<file path="src/rtl/stack_ctrl.sv">
// Stack controller: PUSH/POP/CALL/RET sequencing against a byte RAM.
// Optional overflow/underflow guard enabled by defining STACK_GUARD_EN.
module stack_ctrl (
    input  logic        clk,
    input  logic        rst,
    input  logic        req_push,
    input  logic        req_pop,
    input  logic        req_call,
    input  logic        req_ret,
    input  logic [7:0]  push_data,
    input  logic [15:0] call_pc,
    input  logic        sp_wr,
    input  logic [7:0]  sp_wdata,
    output logic        busy,
    output logic        done,
    output logic [7:0]  sp,
    output logic [7:0]  pop_data,
    output logic [15:0] ret_pc,
    output logic        ovf,
    output logic        ram_rd,
    output logic        ram_wr,
    output logic        ram_is_bit_addr,
    output logic [7:0]  ram_addr,
    output logic [7:0]  ram_in_data,
    input  logic [7:0]  ram_out_data
);

    typedef enum logic [2:0] {
        IDLE, WR1, WR2, RD1, RD2, CAP, DONE
    } state_t;

    state_t      state;
    logic        two;
    logic [15:0] lat;
    logic        any_req;
    logic        is_wr;
    logic        hit;
    logic        guard_call;
    logic        guard_ret;
    logic        guard_push;
    logic        guard_pop;

`ifdef STACK_GUARD_EN
    assign guard_call = (sp >= 8'h7E);
    assign guard_push = (sp >= 8'h7F);
    assign guard_ret  = (sp <  8'h09);
    assign guard_pop  = (sp <  8'h08);
`else
    assign guard_call = 1'b0;
    assign guard_push = 1'b0;
    assign guard_ret  = 1'b0;
    assign guard_pop  = 1'b0;
`endif

    assign any_req = req_call | req_ret | req_push | req_pop;
    assign is_wr   = req_call | (~req_ret & req_push);
    assign hit     = req_call ? guard_call :
                     req_ret  ? guard_ret  :
                     req_push ? guard_push : guard_pop;

    assign ram_is_bit_addr = 1'b0;

    // Sequencer: state, stack pointer, results and registered RAM strobes
    always_ff @(posedge clk) begin
        if (!rst) begin
            state       <= IDLE;
            sp          <= 8'h07;
            busy        <= 1'b0;
            done        <= 1'b0;
            ovf         <= 1'b0;
            pop_data    <= 8'h00;
            ret_pc      <= 16'h0000;
            two         <= 1'b0;
            lat         <= 16'h0000;
            ram_rd      <= 1'b1;
            ram_wr      <= 1'b0;
            ram_addr    <= 8'h07;
            ram_in_data <= 8'h00;
        end else begin
            done <= 1'b0;
            unique case (state)
                IDLE: begin
                    ram_rd      <= 1'b1;
                    ram_wr      <= 1'b0;
                    ram_in_data <= 8'h00;
                    ram_addr    <= sp;
                    if (any_req) begin
                        busy <= 1'b1;
                        two  <= req_call | req_ret;
                        lat  <= req_call ? call_pc : {8'h00, push_data};
                        if (hit) begin
                            ovf   <= 1'b1;
                            done  <= 1'b1;
                            state <= DONE;
                        end else if (is_wr) begin
                            state       <= WR1;
                            ram_rd      <= 1'b0;
                            ram_wr      <= 1'b1;
                            ram_addr    <= sp + 8'd1;
                            ram_in_data <= req_call ? call_pc[7:0] : push_data;
                        end else begin
                            state <= RD1;
                        end
                    end else if (sp_wr) begin
                        sp       <= sp_wdata;
                        ram_addr <= sp_wdata;
                        ovf      <= 1'b0;
                    end
                end
                WR1: begin
                    if (two) begin
                        state       <= WR2;
                        ram_addr    <= sp + 8'd2;
                        ram_in_data <= lat[15:8];
                    end else begin
                        state       <= DONE;
                        done        <= 1'b1;
                        sp          <= sp + 8'd1;
                        ram_rd      <= 1'b1;
                        ram_wr      <= 1'b0;
                        ram_addr    <= sp + 8'd1;
                        ram_in_data <= 8'h00;
                    end
                end
                WR2: begin
                    state       <= DONE;
                    done        <= 1'b1;
                    sp          <= sp + 8'd2;
                    ram_rd      <= 1'b1;
                    ram_wr      <= 1'b0;
                    ram_addr    <= sp + 8'd2;
                    ram_in_data <= 8'h00;
                end
                RD1: begin
                    if (two) begin
                        state    <= RD2;
                        ram_addr <= sp - 8'd1;
                    end else begin
                        state    <= CAP;
                        ram_addr <= sp;
                    end
                end
                RD2: begin
                    state        <= CAP;
                    ret_pc[15:8] <= ram_out_data;
                    ram_addr     <= sp;
                end
                CAP: begin
                    state <= DONE;
                    done  <= 1'b1;
                    if (two) begin
                        ret_pc[7:0] <= ram_out_data;
                        sp          <= sp - 8'd2;
                        ram_addr    <= sp - 8'd2;
                    end else begin
                        pop_data <= ram_out_data;
                        sp       <= sp - 8'd1;
                        ram_addr <= sp - 8'd1;
                    end
                end
                DONE: begin
                    state    <= IDLE;
                    busy     <= 1'b0;
                    ram_addr <= sp;
                end
                default: begin
                    state <= IDLE;
                    busy  <= 1'b0;
                end
            endcase
        end
    end

endmodule

</file>
<file path="config.mk">
export PLATFORM = sky130hd
export DESIGN_NAME = stack_ctrl
export DESIGN_NICKNAME = d
export VERILOG_FILES = /design/src/rtl/stack_ctrl.sv
export SDC_FILE = /design/constraint.sdc
export NUM_CORES = 1
export LEC_CHECK = 0
export BUFFER_PORTS_ARGS = -buffer_cell sky130_fd_sc_hd__buf_2
export CAP_MARGIN = 15
export CORE_AREA = 3 3 91 93
export DETAILED_ROUTE_END_ITERATION = 16
export DIE_AREA = 0 0 94 96
export PLACE_DENSITY = 0.85
export SETUP_SLACK_MARGIN = 0.4
export SLEW_MARGIN = 20
export SYNTH_ARGS = -nofsm -noshare
export SYNTH_HDL_FRONTEND = slang
export SYNTH_SLANG_ARGS = --single-unit
</file>
<file path="constraint.sdc">
create_clock -name clk -period 4.87 [get_ports clk]
set_input_delay 0.2435 -clock clk [delete_from_list [all_inputs] [get_ports clk]]
set_output_delay 0.2435 -clock clk [all_outputs]
set_load 0.03 [all_outputs]
</file>
==> impl_metrics.json, run 1 <==
{
  "status": "complete, no violations",
  "gp_congestion": 1.02,
  "synth_edf_count": 0,
  "first_pass_iters": 5,
  "yosysMostFrequentCell": "nand2_1",
  "netlist_top_cells_area": "dfxtp_1, nand2_1, a21boi_0",
  "rsz0062_at_grt": "false",
  "drc_errors": 0,
  "finalCriticalPeriod_ns": 2.88,
  "antennaDiodeCount": 0,
  "vdd.ir_drop.worst_v": 0.000211,
  "yosysWarnings": 0,
  "syn-cell-area_mm2": 0.00408,
  "yosysTopAreaCell": "dfxtp_1",
  "async_reset_ff_frac": 0,
  "hpwl_um": 9410,
  "wirelength_um": 13500,
  "die_area_mm2": 0.00902,
  "cts-root-buf": "clkbuf_8",
  "yosys.area.top_type_share": 0.314,
  "multi_input_area_mm2": 0.00257,
  "cap_violations": 0,
  "grt_max_degree": 66,
  "ys_seq_area_frac": 0.314,
  "ys_ff_latch": 64,
  "worst_pin_slew_ns": 1.09,
  "min_from": "ram_out_data[7]",
  "dp_cells": 713,
  "min_path_type": "in2reg",
  "hold_viol_final": 0,
  "layout.cells.non_filler": 729,
  "cp-start-kind": "flip-flop",
  "fmax_mhz": 347,
  "reg2reg_to": "ret_pc[12]",
  "holdPathStages": 3,
  "die_y_um": 96,
  "synth_common_cells": "nand2_1, dfxtp_1, o21ai_0",
  "drive_gt1_frac": 0.217,
  "area.growth.synth_to_final_pct": 16.4,
  "io_pins": 101,
  "drtIter0Drc": 588,
  "r2r_slack_ns": 1.99,
  "power_density_mw_per_mm2": 427,
  "fin_tns_setup_ns": 0,
  "initial_core_util": 0.536,
  "vias_per_cell": 6.30,
  "vias": 4590,
  "avgSynthCellArea_um2": 7.45,
  "min_to": "ret_pc[7]",
  "fin_nets": 673,
  "rows": 32,
  "finalSetupViolations": 0,
  "synthDistinctLibCells": 70,
  "slew_violations": 0,
  "grt_pass1_vias": 4142,
  "grt_antenna_before_repair": 0,
  "cp-end-kind": "flip-flop",
  "ys.flop_type": "dfxtp_1",
  "r2r-start": "state[2]",
  "wl_per_cell_um": 18.5,
  "grt.total_usage": 0.294,
  "clock-sinks": 64,
  "postCtsSetupBuffers": 0,
  "maxSlewHeadroom": 0.270,
  "cts_made_buffers": 9,
  "post_cts_resize_count": 0,
  "clk_latency_ns": 0.34,
  "die_w_um": 94,
  "syn_inst": 548,
  "clockBufferDepth": 2,
  "cts_hold_buf": 0,
  "crit_type": "reg2reg",
  "timing.final.crit_share": 0.592,
  "cts.clk_slew.worst_paths_ns": 0.08,
  "core_mm2": 0.00761,
  "port-buffer-count": 98,
  "grt_overflow_total": 0,
  "htree_levels": 3,
  "ant_nets": 0,
  "tritoncts": "built",
  "seq_area_mm2": 0.00128,
  "rr_worst_depth": 4,
  "nFillCells": 713,
  "leakagePower_uw": 0.00193,
  "worst-path-max-fanout": 28,
  "cp_data_arrival_time_ns": 3.14,
  "finClkSkew_ns": 0.00691,
  "required_ns": 5.12,
  "grt_pass1_wl_um": 20900
}
[worst max-delay path, stage by stage, from the launching register on]
cell and delay [ns]:
dfxtp_1 1.05, clkinv_1 0.60, nor3_1 0.84, nand2_1 0.10
a21boi_0 0.20
[registers in the layout, summed over array words and instances, names as in the netlist]
name         count
ram_addr         8
sp               8
ram_in_data      8
pop_data         8
state            3
ram_wr           1
two              1
ret_pc          16
lat              8
busy             1
done             1
ram_rd           1
[worst max path at each step]
stage	start	to	slack (ns)
floorplan	sp[1]	sp[6]	2.79
global placement	state[2]	ret_pc[11]	2.22
detailed placement	state[2]	ret_pc[12]	2.08
CTS	state[2]	ret_pc[12]	2.06
global route	state[2]	ret_pc[9]	1.75
finish	state[2]	ret_pc[12]	1.99
[cell usage in the layout, fill, tap and decap left out, types with 6 or more instances in the layout]
cell type and n:
mux2i_1 10, a21boi_0 36, a21oi_1 26, clkbuf_8 10, nand2_1 104, nor3_1 9
nor2b_1 11, nand2b_1 6, o211ai_1 11, o21ai_0 42, nand3_1 26, dfxtp_1 64
buf_2 98, inv_1 8, xnor2_1 13, nor2_1 40, buf_4 6
[metal layers]
metal / track usage / wire, um
met4: 0.123 / 497
met5: 0 / 0
met1: 0.384 / 5380
met2: 0.460 / 5970
met3: 0.0774 / 1630
[power breakdown]
group,internal [uW],switching [uW]
registers,595,128
logic,294,545
clock network,250,218
total,1140,891
[final cells by class]
| class | instances | share of cell area |
|---|---|---|
| flip-flops and latches | 64 | 0.270 |
| inverters | 9 | 0.00711 |
| clock inverters | 5 | 0.0119 |
| clock buffers | 11 | 0.0298 |
| repair buffers | 104 | 0.113 |
| well taps | 102 | 0.0269 |
| multi-input cells | 434 | 0.542 |
[logic make-up after synthesis]
group / count (synthesis) / synth area share
buf+inv: 51 / 0.0561
flops: 64 / 0.314
fa+ha+maj: 4 / 0.0123
simple gates: 223 / 0.252
compound gates: 176 / 0.296
mux: 15 / 0.0383
other cells: 1 / 0.000919
xor+xnor: 14 / 0.0301
[stage by stage]
stage / hold WS, ns / setup WS (ns) / utilization / power (uW) / cell area, um2
6_report: 0.176 / 1.99 / 0.624 / 2030 / 4750
5_1_grt: 0.175 / 1.75 / 0.624 / 2130 / 4750
4_1_cts: 0.166 / 2.06 / 0.624 / 2010 / 4750
3_5_place_dp: 0.456 / 2.08 / 0.598 / 1550 / 4550
3_3_place_gp: 0.452 / 2.22 / 0.598 / 1530 / 4550
2_1_floorplan: 0.388 / 2.79 / - / 1310 / 4080
Power figures use the tool's default switching activity.
==> run 2: changes to the inputs <==
- ABC_AREA: not set -> 1
- CORE_AREA: 3 3 91 93 -> 3 3 93 95
- DIE_AREA: 0 0 94 96 -> 0 0 96 98
- PLACE_DENSITY: 0.85 -> 0.81
- clock period: 4.87 -> 2.35 ns (I/O delays scaled with it)
==> run 2 against run 1 <==
  * Combinational power grew to 4.1 times the previous value
  * Global-route usage shrank 1.1 points
  * Final area shrank 2.7%
  * Worst setup slack lost 1.5 ns
  * Clock power grew 140%
  * Synthesized area shrank 7.6%
==> impl_metrics.json, run 2 <==
{
  "status": "complete, no violations",
  "leakagePower_uw": 0.00221,
  "wirelength_um": 13000,
  "min_path_type": "in2reg",
  "avgSynthCellArea_um2": 6.38,
  "fmax_mhz": 546,
  "postCtsSetupBuffers": 0,
  "grt_pass1_wl_um": 21100,
  "vias": 4485,
  "syn-cell-area_mm2": 0.00377,
  "cts_hold_buf": 0,
  "yosys.area.top_type_share": 0.340,
  "grt_overflow_total": 0,
  "ys_ff_latch": 64,
  "worst-path-max-fanout": 10,
  "drc_errors": 0,
  "path_buf_inv": 4,
  "die_w_um": 96,
  "grt_antenna_before_repair": 0,
  "clock-sinks": 64,
  "wl_per_cell_um": 16.4,
  "yosysTopAreaCell": "dfxtp_1",
  "crit_type": "reg2reg",
  "cts.clk_slew.worst_paths_ns": 0.09,
  "synthDistinctLibCells": 37,
  "first_pass_iters": 5,
  "fin_nets": 739,
  "finalSetupViolations": 0,
  "cp_data_arrival_time_ns": 2.08,
  "cap_violations": 0,
  "ant_nets": 0,
  "synth_common_cells": "nand2_1, nor2_1, dfxtp_1",
  "antennaDiodeCount": 0,
  "finalCriticalPeriod_ns": 1.83,
  "rsz0062_at_grt": "true",
  "hold_viol_final": 0,
  "ys.flop_type": "dfxtp_1",
  "clockBufferDepth": 2,
  "clk_latency_ns": 0.36,
  "multi_input_area_mm2": 0.00223,
  "core_mm2": 0.00781,
  "finClkSkew_ns": 0.0123,
  "cp-end-kind": "flip-flop",
  "layout_common_cells": "nand2_1, buf_2, nor2_1, o21ai_0, dfxtp_1",
  "hpwl_um": 9470,
  "die_area_mm2": 0.00941,
  "area.growth.synth_to_final_pct": 22.6,
  "initial_core_util": 0.483,
  "htree_levels": 3,
  "cp_slowest_stage_delay_ns": 0.46,
  "path_cells": "inv_2 -> nand2_1 -> inv_2 -> nor2_1 -> nand3_2 -> inv_4 -> nand4_1 -> nand2_1 -> inv_1",
  "yosysMostFrequentCell": "nand2_1",
  "cp-start-kind": "flip-flop",
  "io_pins": 101,
  "maxSlewHeadroom": 0.447,
  "worst_pin_slew_ns": 0.829,
  "vias_per_cell": 5.64,
  "required_ns": 2.60,
  "port-buffer-count": 98,
  "cts-root-buf": "clkbuf_8",
  "nFillCells": 769,
  "cts_made_buffers": 9,
  "drtIter0Drc": 333,
  "syn_inst": 591,
  "crit_family": "simple AND/OR/NAND/NOR gates",
  "drive_gt1_frac": 0.234,
  "slowest_stage": "dfxtp_1",
  "gp_congestion": 0.996,
  "fin_tns_setup_ns": 0,
  "largest_reg_flops": 16,
  "final.setup.worst_slack_ns": 0.517,
  "async_reset_ff_frac": 0,
  "top_register": "ret_pc",
  "tritoncts": "built",
  "yosysWarnings": 0,
  "place_ws_ns": 0.340,
  "power_density_mw_per_mm2": 1350,
  "grt_max_degree": 40,
  "grt_pass1_vias": 4244,
  "vdd.ir_drop.worst_v": 0.000577,
  "rows": 32,
  "netlist_top_cells_area": "dfxtp_1, nand2_1, nor2_1",
  "ys_seq_area_frac": 0.340,
  "timing.final.crit_share": 0.780,
  "final_common_cell": "nand2_1",
  "grt.total_usage": 0.283,
  "die_y_um": 98,
  "synth_edf_count": 0,
  "slew_violations": 0,
  "seq_area_mm2": 0.00129
}
run 2: cell types whose count changed after synthesis, sizes merged, moves of 7 or more:
cell / previous run / this run
a21boi: 38 / 0
buf: 24 / 14
clkbuf: 18 / 10
inv: 8 / 45
mux2i: 10 / 0
nand2: 104 / 133
nand3: 26 / 58
nand4: 3 / 10
nor2: 41 / 101
nor2b: 11 / 0
o21ai: 46 / 70
xnor2: 13 / 2
run 2: kinds of logic (layout without fill, tap and decap cells):
| group | count (synthesis) | in the layout | synth area share |
|---|---|---|---|
| compound gates | 127 | 127 | 0.181 |
| buf+inv | 71 | 172 | 0.0770 |
| flops | 64 | 64 | 0.340 |
| simple gates | 315 | 315 | 0.367 |
| fa+ha+maj | 4 | 4 | 0.0133 |
| other cells | 1 | 2 | 0.000995 |
| xor+xnor | 9 | 9 | 0.0209 |
run 2: metrics by stage:
step	total power (uW)	instances	instance area, um2	hold WS, ns	util
2_1_floorplan	3980	592	3770	0.252	-
3_3_place_gp	4970	779	4360	0.380	0.558
3_5_place_dp	4990	779	4360	0.388	0.558
4_1_cts	6100	795	4590	0.0204	0.588
5_1_grt	6620	795	4620	0.0262	0.592
6_report	6220	795	4620	0.0300	0.592
run 2: layout make-up:
type | instances | share of cell area
clock buffers | 9 | 0.0268
clock inverters | 7 | 0.0219
inverters | 47 | 0.0395
multi-input cells | 457 | 0.482
flip-flops and latches | 64 | 0.278
well taps | 102 | 0.0276
repair buffers | 109 | 0.124
run 2: report_power, final:
part | switching [uW] | internal, uW
registers | 308 | 1400
logic | 2400 | 1010
clock network | 500 | 608
total | 3210 | 3010
run 2: per-layer routing:
layer | wire [um] | global-route usage | vias up
li1 | - | - | 2156
met1 | 5250 | 0.374 | 1997
met2 | 5920 | 0.434 | 281
met3 | 1280 | 0.0578 | 51
met4 | 567 | 0.136 | 0
met5 | 0 | 0 | -
run 2: worst paths after layout:
check / from / endpoint / slack (ns) / depth (start not counted)
min: ram_out_data[5] / ret_pc[5] / 0.03 / 3
min reg2reg: lat[14] / lat[14] / 0.47 / 2
max reg2reg: state[0] / sp[4] / 0.52 / 9
max: state[0] / sp[4] / 0.52 / 9
run 2: worst reg2reg max path: cells and delay by family (launching register included):
kind                   cells  cell delay, ns
flip-flops                 1            0.46
AND/OR/NAND/NOR            5            0.76
buffers and inverters      4            0.50
run 2: what timing repair did:
item	in CTS	in global routing
resized for setup	1	11
gates cloned	0	0
endpoints found under the setup margin	3	13
